### src/rtl/multicycle_controller_if.sv
// rtl/multicycle_controller_if.sv - control bundle between multicycle_controller and datapath
interface multicycle_controller_if;
    logic [5:0] op;
    logic [5:0] funct;
    logic       zero;
    logic       bge;
    logic       pcen;
    logic       iord;
    logic       memwrite;
    logic       irwrite;
    logic       regdst;
    logic       memtoreg;
    logic       regwrite;
    logic       alusrca;
    logic [1:0] alusrcb;
    logic [1:0] pcsrc;
    logic [2:0] alucontrol;
    logic [3:0] state;
    logic       illegal;

    modport master (
        input  op, funct, zero, bge,
        output pcen, iord, memwrite, irwrite, regdst, memtoreg, regwrite,
               alusrca, alusrcb, pcsrc, alucontrol, state, illegal
    );

    modport slave (
        output op, funct, zero, bge,
        input  pcen, iord, memwrite, irwrite, regdst, memtoreg, regwrite,
               alusrca, alusrcb, pcsrc, alucontrol, state, illegal
    );
endinterface

### src/rtl/multicycle_controller.sv
// rtl/multicycle_controller.sv - multicycle datapath sequencer (lw/sw/R/beq/bge/addi/j)
module multicycle_controller #(
    parameter logic [5:0] OP_BGE = 6'b000001
) (
    input  logic                   clk,
    input  logic                   reset,
    multicycle_controller_if.master ctl
);
    localparam logic [5:0] OP_RTYPE = 6'b000000;
    localparam logic [5:0] OP_LW    = 6'b100011;
    localparam logic [5:0] OP_SW    = 6'b101011;
    localparam logic [5:0] OP_BEQ   = 6'b000100;
    localparam logic [5:0] OP_ADDI  = 6'b001000;
    localparam logic [5:0] OP_J     = 6'b000010;

    typedef enum logic [3:0] {
        FETCH   = 4'd0,
        DECODE  = 4'd1,
        MEMADR  = 4'd2,
        MEMRD   = 4'd3,
        MEMWB   = 4'd4,
        MEMWR   = 4'd5,
        EXECUTE = 4'd6,
        ALUWB   = 4'd7,
        BEQ     = 4'd8,
        ADDIEX  = 4'd9,
        ADDIWB  = 4'd10,
        JUMP    = 4'd11,
        BGE     = 4'd12
    } state_t;

    state_t     st;
    logic [2:0] alu_fn;
    logic       funct_ok;
    logic       op_ok;
    logic [2:0] funct_alu;

    always_comb begin
        funct_ok  = 1'b1;
        funct_alu = 3'b010;
        case (ctl.funct)
            6'b100000: funct_alu = 3'b010;
            6'b100010: funct_alu = 3'b110;
            6'b100100: funct_alu = 3'b000;
            6'b100101: funct_alu = 3'b001;
            6'b101010: funct_alu = 3'b111;
            default:   funct_ok  = 1'b0;
        endcase
    end

    always_comb begin
        op_ok = 1'b0;
        if (ctl.op == OP_LW || ctl.op == OP_SW || ctl.op == OP_BEQ || ctl.op == OP_BGE ||
            ctl.op == OP_ADDI || ctl.op == OP_J || (ctl.op == OP_RTYPE && funct_ok))
            op_ok = 1'b1;
    end

    // funct is captured at DECODE so EXECUTE is immune to the IR changing underneath
    always_ff @(posedge clk or negedge reset) begin
        if (!reset) begin
            st     <= FETCH;
            alu_fn <= 3'b010;
        end else begin
            case (st)
                FETCH:   st <= DECODE;
                DECODE: begin
                    alu_fn <= funct_alu;
                    if (!op_ok)                  st <= FETCH;
                    else if (ctl.op == OP_LW || ctl.op == OP_SW) st <= MEMADR;
                    else if (ctl.op == OP_RTYPE) st <= EXECUTE;
                    else if (ctl.op == OP_BEQ)   st <= BEQ;
                    else if (ctl.op == OP_BGE)   st <= BGE;
                    else if (ctl.op == OP_ADDI)  st <= ADDIEX;
                    else                         st <= JUMP;
                end
                MEMADR:  st <= (ctl.op == OP_SW) ? MEMWR : MEMRD;
                MEMRD:   st <= MEMWB;
                EXECUTE: st <= ALUWB;
                ADDIEX:  st <= ADDIWB;
                default: st <= FETCH;
            endcase
        end
    end

    always_comb begin
        ctl.pcen       = 1'b0;
        ctl.iord       = 1'b0;
        ctl.memwrite   = 1'b0;
        ctl.irwrite    = 1'b0;
        ctl.regdst     = 1'b0;
        ctl.memtoreg   = 1'b0;
        ctl.regwrite   = 1'b0;
        ctl.alusrca    = 1'b0;
        ctl.alusrcb    = 2'b00;
        ctl.pcsrc      = 2'b00;
        ctl.alucontrol = 3'b010;
        ctl.illegal    = 1'b0;
        ctl.state      = st;
        case (st)
            FETCH: begin
                ctl.irwrite = 1'b1;
                ctl.alusrcb = 2'b01;
                ctl.pcen    = 1'b1;
            end
            DECODE: begin
                ctl.alusrcb = 2'b11;
                ctl.illegal = !op_ok;
            end
            MEMADR, ADDIEX: begin
                ctl.alusrca = 1'b1;
                ctl.alusrcb = 2'b10;
            end
            MEMRD: ctl.iord = 1'b1;
            MEMWB: begin
                ctl.memtoreg = 1'b1;
                ctl.regwrite = 1'b1;
            end
            MEMWR: begin
                ctl.iord     = 1'b1;
                ctl.memwrite = 1'b1;
            end
            EXECUTE: begin
                ctl.alusrca    = 1'b1;
                ctl.alucontrol = alu_fn;
            end
            ALUWB: begin
                ctl.regdst   = 1'b1;
                ctl.regwrite = 1'b1;
            end
            ADDIWB: ctl.regwrite = 1'b1;
            BEQ, BGE: begin
                ctl.alusrca    = 1'b1;
                ctl.alucontrol = 3'b110;
                ctl.pcsrc      = 2'b01;
                ctl.pcen       = (st == BEQ) ? ctl.zero : ctl.bge;
            end
            JUMP: begin
                ctl.pcsrc = 2'b10;
                ctl.pcen  = 1'b1;
            end
            default: ;
        endcase
        // reset holds FETCH selects but suppresses every state-changing strobe
        if (!reset) begin
            ctl.pcen     = 1'b0;
            ctl.irwrite  = 1'b0;
            ctl.regwrite = 1'b0;
            ctl.memwrite = 1'b0;
            ctl.illegal  = 1'b0;
        end
    end
endmodule

### src/flat_wrapper.sv
// flat-port wrapper written by rule: the top's interface ports become plain ports
module multicycle_controller_flat 
#(
    parameter logic [5:0] OP_BGE = 6'b000001
)
  (clk, reset, ctl_op, ctl_funct, ctl_zero, ctl_bge, ctl_pcen, ctl_iord, ctl_memwrite, ctl_irwrite, ctl_regdst, ctl_memtoreg, ctl_regwrite, ctl_alusrca, ctl_alusrcb, ctl_pcsrc, ctl_alucontrol, ctl_state, ctl_illegal);
  multicycle_controller_if ctl_i ();
  input  logic clk;
  input  logic reset;
  input wire logic [$bits(ctl_i.op)-1:0] ctl_op;
  input wire logic [$bits(ctl_i.funct)-1:0] ctl_funct;
  input wire logic [$bits(ctl_i.zero)-1:0] ctl_zero;
  input wire logic [$bits(ctl_i.bge)-1:0] ctl_bge;
  output wire logic [$bits(ctl_i.pcen)-1:0] ctl_pcen;
  output wire logic [$bits(ctl_i.iord)-1:0] ctl_iord;
  output wire logic [$bits(ctl_i.memwrite)-1:0] ctl_memwrite;
  output wire logic [$bits(ctl_i.irwrite)-1:0] ctl_irwrite;
  output wire logic [$bits(ctl_i.regdst)-1:0] ctl_regdst;
  output wire logic [$bits(ctl_i.memtoreg)-1:0] ctl_memtoreg;
  output wire logic [$bits(ctl_i.regwrite)-1:0] ctl_regwrite;
  output wire logic [$bits(ctl_i.alusrca)-1:0] ctl_alusrca;
  output wire logic [$bits(ctl_i.alusrcb)-1:0] ctl_alusrcb;
  output wire logic [$bits(ctl_i.pcsrc)-1:0] ctl_pcsrc;
  output wire logic [$bits(ctl_i.alucontrol)-1:0] ctl_alucontrol;
  output wire logic [$bits(ctl_i.state)-1:0] ctl_state;
  output wire logic [$bits(ctl_i.illegal)-1:0] ctl_illegal;
  assign ctl_i.op = ctl_op;
  assign ctl_i.funct = ctl_funct;
  assign ctl_i.zero = ctl_zero;
  assign ctl_i.bge = ctl_bge;
  assign ctl_pcen = ctl_i.pcen;
  assign ctl_iord = ctl_i.iord;
  assign ctl_memwrite = ctl_i.memwrite;
  assign ctl_irwrite = ctl_i.irwrite;
  assign ctl_regdst = ctl_i.regdst;
  assign ctl_memtoreg = ctl_i.memtoreg;
  assign ctl_regwrite = ctl_i.regwrite;
  assign ctl_alusrca = ctl_i.alusrca;
  assign ctl_alusrcb = ctl_i.alusrcb;
  assign ctl_pcsrc = ctl_i.pcsrc;
  assign ctl_alucontrol = ctl_i.alucontrol;
  assign ctl_state = ctl_i.state;
  assign ctl_illegal = ctl_i.illegal;
  multicycle_controller #(.OP_BGE(OP_BGE)) u_core (.clk(clk), .reset(reset), .ctl(ctl_i));
endmodule
### config.mk
export PLATFORM = sky130hd
export DESIGN_NAME = multicycle_controller_flat
export DESIGN_NICKNAME = d
export VERILOG_FILES = /design/src/rtl/multicycle_controller_if.sv /design/src/rtl/multicycle_controller.sv /design/src/flat_wrapper.sv
export SDC_FILE = /design/constraint.sdc
export NUM_CORES = 1
export LEC_CHECK = 0
export BUFFER_PORTS_ARGS = -buffer_cell sky130_fd_sc_hd__buf_2
export CORE_MARGIN = 2
export CORE_UTILIZATION = 48
export DETAILED_ROUTE_END_ITERATION = 12
export HOLD_SLACK_MARGIN = 0.06
export PLACE_DENSITY = 0.83
export SLEW_MARGIN = 5
export SYNTH_ARGS = -nofsm -noshare
export SYNTH_HDL_FRONTEND = slang
export SYNTH_SLANG_ARGS = --single-unit
### constraint.sdc
create_clock -name clk -period 2.9 [get_ports clk]
set_input_delay 0.29 -clock clk [delete_from_list [all_inputs] [get_ports clk]]
set_output_delay 0.29 -clock clk [all_outputs]
set_load 0.02 [all_outputs]
## After elaboration in Yosys (flattened, before gate mapping)

Cells that the tools add are included.

- Register bits: 7
- Bits of input ports: 16
- Output and inout bits: 20
- Word-level logic and storage cells: 71

- Equality and inequality tests: 23
- Multiplexer cells: 29
- Reduce and logical (&&, ||, !) cells: 17

Operator list:

| kind | count |
|---|---|
| 6-bit equality test (second input constant) | 7 |
| 4-bit case mux with 6 select lines | 1 |
| 4-bit equality test (second input constant) | 5 |
| 4-bit 2-to-1 mux | 5 |
| 4-bit by 3-bit equality test with 1-bit output (second input constant) | 4 |
| 1-bit 2-to-1 mux | 16 |
| 3-bit case mux with 4 select lines | 1 |
| 5-bit OR reduction | 2 |
| 4-bit by 2-bit equality test with 1-bit output (second input constant) | 2 |
| 2-bit OR reduction | 4 |
| 6-bit by 1-bit equality test with 1-bit output (second input constant) | 1 |
| 6-bit by 2-bit equality test with 1-bit output (second input constant) | 1 |
| 6-bit by 3-bit equality test with 1-bit output (second input constant) | 1 |
| 6-bit by 4-bit equality test with 1-bit output (second input constant) | 1 |
| 6-bit zero test | 1 |
| 1-bit logical OR | 6 |
| 2-bit case mux with 3 select lines | 1 |
| 3-bit case mux with 2 select lines | 1 |
| 4-bit by 1-bit equality test with 1-bit output (second input constant) | 1 |
| 4-bit zero test | 1 |
| 2-bit case mux with 2 select lines | 1 |
| 3-bit 2-to-1 mux | 1 |
| 3-bit OR reduction | 1 |
| 2-bit 2-to-1 mux | 1 |
| other kinds (3) | 3 |

## Depth between registers and ports, before layout

Gate-level depths: netlist (run 1).

- Depth after elaboration: 11
- Gate-level depth with buffers: 5
- Depth with buffers taken out: 4

## Least setup slack after synthesis (run 1)

OpenSTA, ideal clock, no wires.

- Kind: register to output
- Start point: register u_core.st[0], in the netlist u_core.ctl.state[0]
- End point: output ctl_pcen
- Data arrival time: 1.662 ns
- Data required time: 2.610 ns
- Path slack: 0.948 ns
- Cell stages (with the launch flop): 6
- Buffers on the path: 1
- Cells stage by stage: dfrtp_1 > clkbuf_1 > nor2_1 > nand2_1 > nor3_1 > a31o_2

- Cells in the longest elaborated chain, start to end: 4
- Elaborated cells between the ends (all ways): 9
- Those cells by class: eq/ne (3); mux (3); reduce/logical (3)

Ends and longest elaborated chain:

| what | line | text |
|---|---|---|
| start, declared | multicycle_controller.sv:32 | `state_t st;` |
| start signal, assigned | multicycle_controller.sv:76 | `MEMADR: st <= (ctl.op == OP_SW) ? MEMWR : MEMRD;` |
| 4-bit equality test, or another cell as far along | multicycle_controller.sv:99, multicycle_controller.sv:135 |  |
| 1-bit 2-to-1 mux, or another cell as far along | multicycle_controller.sv:135 | `ctl.pcen = (st == BEQ) ? ctl.zero : ctl.bge;` |
| 1-bit case mux with 2 select lines (*) | multicycle_controller.sv:99 | `case (st)` |
| 1-bit 2-to-1 mux (*) | multicycle_controller.sv:144 | `if (!reset) begin` |
| end, declared | flat_wrapper.sv:14 | `output wire logic [$bits(ctl_i.pcen)-1:0] ctl_pcen;` |

Every way passes the cells marked *; elsewhere a longest branch is shown, timed or not.

## Worst setup path in the final report (run 1)

- Start point: register u_core.st[1], in the netlist u_core.ctl.state[1]
- End point: output ctl_illegal

- Cells in the longest elaborated chain, start to end: 3

Ends and longest elaborated chain:

| what | line | text |
|---|---|---|
| 4-bit by 1-bit equality test with 1-bit output | multicycle_controller.sv:99 |  |
| 1-bit 2-to-1 mux | multicycle_controller.sv:99 |  |
| 1-bit 2-to-1 mux | multicycle_controller.sv:144 |  |
| end, declared | flat_wrapper.sv:26 | `output wire logic [$bits(ctl_i.illegal)-1:0] ctl_illegal;` |

No other way between the ends.

==> summary.txt, run 1 <==
Detailed routing
  – Final ANT Viol Nets: 0
  – Routed len/inst: 12.96 µm
  – Router iterations before antenna repair: 4
  – Routed wire length: 1.970 mm
  – Total number of vias: 872
  – Routed vias/inst: 5.737
  – 1st-iter DRT viols: 27
  – Residual DRC: 0

Power and ir drop
  – Sequential power share: between 20% and 30%
  – Peak supply drop: ~0.40 mV
  – Gate power share: 59.9%
  – P_int: roughly 0.35 mW
  – Sw Pwr: 0.3940 mW
  – Clock power share: about an eighth
  – Pwr Total: 0.7442 mW
  – Power Density: ~790 mW/mm²
  – Switching part of the total: 52.94%
  – Static Leak: 0.4504 nW

Yosys
  – Cell Area, Synth: 744.5 µm²
  – Syn_nets: 120
  – Synth Area in XOR/XNOR: 4.706%
  – Post-synth EDFFs: 0
  – Adder-cell share of the synthesized area: 0%
  – Async set-reset flop share out of synthesis: 100.0%
  – Post-synth top flop: dfrtp_1
  – Cells after synthesis: 104
  – Post-synthesis register bit count: 7
  – Synth top area share: between 20% and 30%
  – Commonest cells in the synthesized netlist: nand2_1 (10), nor2_1 (10), o21ai_0 (7)
  – Compound-cell area share of the yosys netlist: 22.52%
  – Largest family of logic cells by synthesized area: simple AND/OR/NAND/NOR gates
  – Mux contribution to synthesized area: approximately 1.3%
  – Cell variety after synth: 39
  – Mean Syn Cell Area: 7.158 µm²
  – Sequential element share of the synthesized area: 23.70%
  – Yosys top cell by area: dfrtp_1
  – Synth area leaders: dfrtp_1 (20%), nand2_1 (5.0%), nand2b_1 (5.0%)
  – Synth Warn #: 0
  – Post-Synth Simple-Gate Area: between 40% and 50%

CTS
  – Reg clk slew, reported paths: 70 ps
  – Number of setup buffers added after CTS: 0
  – CTS resizes: 0
  – CTS Buf Count: 3
  – Latest clock arrival within the worst-skew pair: 270 ps
  – Clock Path Buffers: 2
  – Root buffer cell: clkbuf_4
  – CTS tree: done
  – CTS sink cnt: 7
  – H-tree depth: 1

Timing
  – Final period util: 69.63%
  – Pins Over Slew Limit: 0
  – Final setup fails: 0
  – Worst rel slew slack: 70.70%
  – Setup TNS: 0 ps
  – Final hold viol count: 0
  – Measured slew at the worst slew-check pin: between 400 and 500 ps
  – Maximum clock rate: 0.4952 GHz
  – Clock skew: 16.81 ps
  – Final min period: slightly above 2000 ps
  – RSZ-0062 raised after global routing: false

Floorplanning
  – DIE HEIGHT: 43.38 µm
  – Top Ports: 36
  – Site Rows: 14
  – Die Wd: 43.38 µm
  – Die area: between 0.0015 and 0.002 mm²
  – Starting density of the core: between 50% and 60%
  – Core Area: 0.001471 mm²

Finish
  – Core Util, Final: 63.95%
  – FILL cells: 144
  – # diodes: 0
  – P&R area growth vs syn: 26.39%
  – Fraction of layout cells with a size suffix above 1: 31.62%
  – Final std cells w/o fill: 152
  – Register area: 176.4 µm²
  – Nets: between 150 and 200
  – Area of the multi-input gates: 513.0 µm²

Placement
  – Port Buffer Count: 35
  – Placed wire-length estimate: 1.542 mm
  – Dpl cells: 147
  – Final weighted congestion in routability-driven placement: around 0.86

Global routing
  – Largest net degree at the start of global routing: 17
  – Initial antenna violation count: 0
  – Global Route Usage Sum: 23.27%
  – Number of global-route vias before repair: between 700 and 800
  – GRT overflow: 0
  – First-pass GRT wire length: 3.325 mm

Worst setup path
  – Critical path class: reg -> out
  – Reg-to-Reg Start: u_core.ctl.state[3]$_DFF_PN0_
  – CP max FO: 12
  – CP startpoint: u_core.ctl.state[1]$_DFF_PN0_
  – Worst setup SP type: flop
  – Reg2reg setup slack: 1190 ps
  – Worst EP arrival: 1730 ps
  – Worst Path Required: between 2000 and 3000 ps
  – Worst Setup End Kind: primary output
  – Reg2reg path depth: 4
  – Crit Reg-Reg Endpoint: u_core.ctl.state[0]$_DFF_PN0_
  – End point of the critical path: ctl_illegal

Min path
  – Hold Crit Class: in -> reg

Flow run
  – Max-cap violations: 0

Run status
  – Status: finished, final reports clean
[what timing repair did]
action / CTS / global route
hold buffers: 1 / 0
hold endpoints to repair: 6 / 0
endpoints found under the setup margin: 0 / 0
[cell type report]
class                      count  area share (%)
inverter                       5           1.995
multi-input combinational     84           54.52
tap                           16           2.128
clock buffer                   3           2.394
clock inverter                 1          0.5319
timing repair buffer          36           19.68
sequential                     7           18.75
[flip-flops by register name, indices dropped and copies added (netlist names)]
register	cells
u_core.alu_fn	3
u_core.ctl.state	4
[worst max-delay path: stages, from the launching register on]
cell,delay [ps]
dfrtp_1,510
nand2b_1,290
nor3_1,270
nand2_1,90
a21oi_1,110
buf_2,180
[worst min-delay path by stage]
stage	start	end	slack [ps]	cells after the start
final	ctl_funct[5]	u_core.alu_fn[0]$_DFFE_PN0P_	330	3
after global routing	ctl_funct[5]	u_core.alu_fn[0]$_DFFE_PN0P_	360	3
after CTS	ctl_funct[5]	u_core.alu_fn[0]$_DFFE_PN0P_	330	3
after detailed placement	reset	u_core.alu_fn[2]$_DFFE_PN0P_	170	1
after global placement	reset	u_core.alu_fn[2]$_DFFE_PN0P_	160	1
after floorplan	reset	u_core.alu_fn[0]$_DFFE_PN0P_	-6	0
[kinds of logic (layout without fill, tap and decap cells)]
logic type,after synthesis,after routing
AND/OR/NAND/NOR,54,54
XOR/XNOR,4,4
flip-flops,7,7
multiplexers,1,1
AO/OA/AOI/OAI,25,25
buffers and inverters,13,45
[placed cells by master (no fill, tap or decap), types with 3 or more instances in the layout]
cell type,netlist,routed
buf_2,5,35
nor3_1,6,6
dfrtp_1,6,6
clkbuf_4,0,3
xnor2_1,3,3
nand2_1,10,10
nand2b_1,6,6
nor2_1,10,10
inv_1,5,5
nor4b_1,4,4
a21oi_1,3,3
nand3_1,4,4
o21ai_0,7,7
and2_1,3,3
[power groups by stage]
stage	clock (mW)	sequential (mW)	combinational, mW
global placement	0	0.197	0.435
finish	0.0948	0.203	0.446
floorplan	0	0.177	0.345
global route	0.105	0.215	0.492
detailed placement	0	0.203	0.447
CTS	0.0955	0.201	0.449
[per-layer routing]
| layer | track usage [%] | wire length (µm) | up-vias |
|---|---|---|---|
| met1 | 27.82 | 833 | 401 |
| met4 | 5.455 | 25 | 0 |
| met3 | 6.250 | 126 | 4 |
| met5 | 0 | 0 | - |
| li1 | - | - | 437 |
| met2 | 41.49 | 985 | 30 |
[through the flow]
stage	setup slack [ps]	hold WS, ps	instance area [µm²]
finish	880.6	328.8	940.9
global route	739.9	358.4	940.9
CTS	885.5	331.5	940.9
detailed placement	1192	168.4	903.4
global placement	1181	163.9	903.4
floorplan	947.8	-5.591	744.5
No activity file was read; power rests on OpenSTA's default activity.
==> run 2: changes to the inputs <==
--- a/config.mk
+++ b/config.mk
@@ -6,11 +6,12 @@
 export NUM_CORES = 1
 export LEC_CHECK = 0
 export BUFFER_PORTS_ARGS = -buffer_cell sky130_fd_sc_hd__buf_2
+export CORE_ASPECT_RATIO = 1.2
 export CORE_MARGIN = 2
-export CORE_UTILIZATION = 48
+export CORE_UTILIZATION = 40
 export DETAILED_ROUTE_END_ITERATION = 12
 export HOLD_SLACK_MARGIN = 0.06
-export PLACE_DENSITY = 0.83
+export PLACE_DENSITY = 0.74
 export SLEW_MARGIN = 5
 export SYNTH_ARGS = -nofsm -noshare
 export SYNTH_HDL_FRONTEND = slang
==> constraint.sdc (replaced) <==
create_clock -name clk -period 1.67 [get_ports clk]
set_input_delay 0.167 -clock clk [delete_from_list [all_inputs] [get_ports clk]]
set_output_delay 0.167 -clock clk [all_outputs]
set_load 0.02 [all_outputs]
==> run 2 against run 1 <==
Register-to-register slack worse by 1100 ps. Sequential share of layout area is 2.8 points lower. Setup slack lost 850 ps. Global-route usage is 1.8 points lower. Final cell count rose by 11%. Routed wire length increased by 8.7%. First-iteration DRC count decreased by 48%. Core utilization decreased by 0.99 points. Sequential power rose by 52%. Clock-buffer cell count rose by 1. Hold slack worse by 68 ps. Final area up 20%.
==> summary.txt, run 2 (synthesized netlist as in run 1, its figures left out) <==
Global routing
  – Global Route Usage Sum: 21.51% (was 23.27%)
  – GRT overflow: 0 (unchanged)
  – Initial antenna violation count: 0 (unchanged)
  – First-pass GRT wire length: 3.643 mm (was 3.325 mm)
  – Number of global-route vias before repair: 848 (was 790)
  – Largest net degree at the start of global routing: 16 (was 17)

CTS
  – CTS Buf Count: 3 (unchanged)
  – Latest clock arrival within the worst-skew pair: 250 ps (was 270 ps)
  – Clock Path Buffers: 2 (unchanged)
  – CTS sink cnt: 7 (unchanged)
  – CTS tree: done (unchanged)
  – Root buffer cell: clkbuf_4 (unchanged)
  – Reg clk slew, reported paths: 50 ps (was 70 ps)
  – H-tree depth: 1 (unchanged)

Finish
  – Commonest non-fill, non-tap cell in the layout: buf_2 (unchanged)
  – Fraction of layout cells with a size suffix above 1: 46.98% (was 31.62%)
  – FILL cells: 164 (was 144)
  – Most frequent cells in the layout: buf_2 (32), buf_4 (13), nor2_1 (9), nand2_1 (9), o21ai_0 (7) (was buf_2 (35), nor2_1 (10), nand2_1 (10))
  – # diodes: 0 (unchanged)
  – Max reg flops: 4 (unchanged)
  – Final instance area: 0.001125 mm² (was 940.9 µm²)
  – Nets: 166 (was 153)
  – P&R area growth vs syn: 51.09% (was 26.39%)

Placement
  – Port Buffer Count: 35 (unchanged)
  – Dpl cell area: 938.4 µm² (was 903.4 µm²)
  – Final weighted congestion in routability-driven placement: 0.8189 (was 0.8582)
  – Placed wire-length estimate: 1.474 mm (was 1.542 mm)

Floorplanning
  – Die area: 0.002224 mm² (was 0.001882 mm²)
  – DIE HEIGHT: 51.26 µm (was 43.38 µm)
  – Die Wd: 43.38 µm (unchanged)
  – Core Area: 0.001787 mm² (was 0.001471 mm²)
  – Site Rows: 17 (was 14)
  – Starting density of the core: 41.67% (was 50.60%)
  – Top Ports: 36 (unchanged)

Power and ir drop
  – Peak supply drop: 0.6127 mV (was 0.4008 mV)
  – Switching part of the total: 46.04% (was 52.94%)
  – Clock power share: 9.1% (was 12.7%)
  – Sw Pwr: 0.7679 mW (was 0.3940 mW)
  – Power Density: 1483 mW/mm² (was 791.0 mW/mm²)
  – P_int: 0.8999 mW (was 0.3502 mW)
  – Pwr Total: 1.668 mW (was 0.7442 mW)
  – Static Leak: 0.5375 nW (was 0.4504 nW)
  – Gate power share: 72.4% (was 59.9%)
  – Sequential power share: 18.5% (was 27.3%)

Worst setup path
  – CP max FO: 7 (was 12)
  – Worst setup SP type: flop (unchanged)
  – Worst EP arrival: 1470 ps (was 1730 ps)
  – Worst Setup End Kind: primary output (unchanged)
  – Critical path class: reg -> out (unchanged)
  – Worst Path Required: 1500 ps (was 2610 ps)

Detailed routing
  – Residual DRC: 0 (unchanged)
  – Final ANT Viol Nets: 0 (unchanged)
  – Routed len/inst: 12.75 µm (was 12.96 µm)
  – Total number of vias: 935 (was 872)
  – 1st-iter DRT viols: 14 (was 27)
  – Routed wire length: 2.142 mm (was 1.970 mm)
  – Router iterations before antenna repair: 4 (unchanged)
  – Routed vias/inst: 5.565 (was 5.737)

Timing
  – Pins Over Slew Limit: 0 (unchanged)
  – Maximum clock rate: 0.6114 GHz
  – Final hold viol count: 0 (unchanged)
  – RSZ-0062 raised after global routing: true (was false)
  – Worst rel slew slack: 75.65% (was 70.70%)
  – Measured slew at the worst slew-check pin: 360.1 ps (was 439.5 ps)
  – Final setup fails: 0 (unchanged)
  – Clock skew: 2.784 ps (was 16.81 ps)
  – Min Hold Slack: 260.3 ps (was 328.8 ps)
  – Final min period: 1636 ps
  – Final period util: 97.94%

Flow run
  – Max-cap violations: 0 (unchanged)

Run status
  – Status: finished, final reports clean (unchanged)

Min path
  – Hold Crit Class: in -> reg (unchanged)
## run 2: cell types whose count changed in the layout (fill, tap and decap cells not counted), moves of 3 or more
| cell | delta |
|---|---|
| buf_4 | +13 |
| buf_2 | -3 |
| buf_6 | +3 |
| nand2b_1 | -3 |
| nand2b_4 | +3 |
## run 2: layout make-up
class | count | area, µm² | area share [%]
Tap cell | 19 | 23.77 | 2.113
Inverter | 5 | 18.77 | 1.669
Multi-Input combinational cell | 84 | 575.6 | 51.17
Timing Repair Buffer | 49 | 301.5 | 26.81
Sequential cell | 7 | 178.9 | 15.91
Clock buffer | 4 | 26.28 | 2.336
## run 2: metrics by stage
step           setup slack (ps)  cells  setup TNS [ps]  util [%]
2_1_floorplan             4.674    104               0         -
3_3_place_gp              128.7    153               0     52.52
3_5_place_dp              63.27    153               0     52.52
4_1_cts                  -2.750    162          -2.750     57.77
5_1_grt                  -77.45    168          -206.5     62.96
6_report                  34.38    168               0     62.96
## run 2: worst paths after layout
| check | start | to | slack (ps) | cells past startpoint |
|---|---|---|---|---|
| max | u_core.ctl.state[1]$_DFF_PN0_ | ctl_alusrcb[1] | 30 | 5 |
| min | ctl_funct[5] | u_core.alu_fn[0]$_DFFE_PN0P_ | 260 | 3 |
| max reg2reg | u_core.ctl.state[1]$_DFF_PN0_ | u_core.ctl.state[0]$_DFF_PN0_ | 110 | 5 |
| min reg2reg | u_core.alu_fn[1]$_DFFE_PN1P_ | u_core.alu_fn[1]$_DFFE_PN1P_ | 500 | 2 |
| max in group asynchronous | reset | u_core.alu_fn[1]$_DFFE_PN1P_ | 1090 | 2 |
| min in group asynchronous | reset | u_core.ctl.state[3]$_DFF_PN0_ | 310 | 2 |
## run 2: critical path, stage by stage, from the launching register on
cell and delay [ps]:
dfrtp_2 440, buf_4 140, nand2b_4 60, or2_2 310, a21oi_2 140, buf_6 130
## run 2: power by group through the flow
stage,logic (mW),registers [mW],clock network (mW)
6_report,1.21,0.308,0.152
2_1_floorplan,0.615,0.307,0
3_5_place_dp,0.866,0.313,0
4_1_cts,0.997,0.316,0.154
5_1_grt,1.31,0.319,0.167
3_3_place_gp,0.857,0.307,0
## run 2: repair_timing
action / CTS / global route
pin swaps: 0 / 1
hold buffers: 1 / 0
gates resized for setup: 7 / 13
buffers inserted: 4 / 6
endpoints found under the hold margin: 7 / 0
setup endpoints to repair: 6 / 8
## run 2: per-layer routing
metal / GRT usage [%] / wire, µm / vias to the layer above
met1: 23.97 / 835 / 430
met2: 40.05 / 1159 / 39
met4: 9.091 / 6 / 0
met3: 2.473 / 142 / 2
li1: - / - / 464
met5: 0 / 0 / -
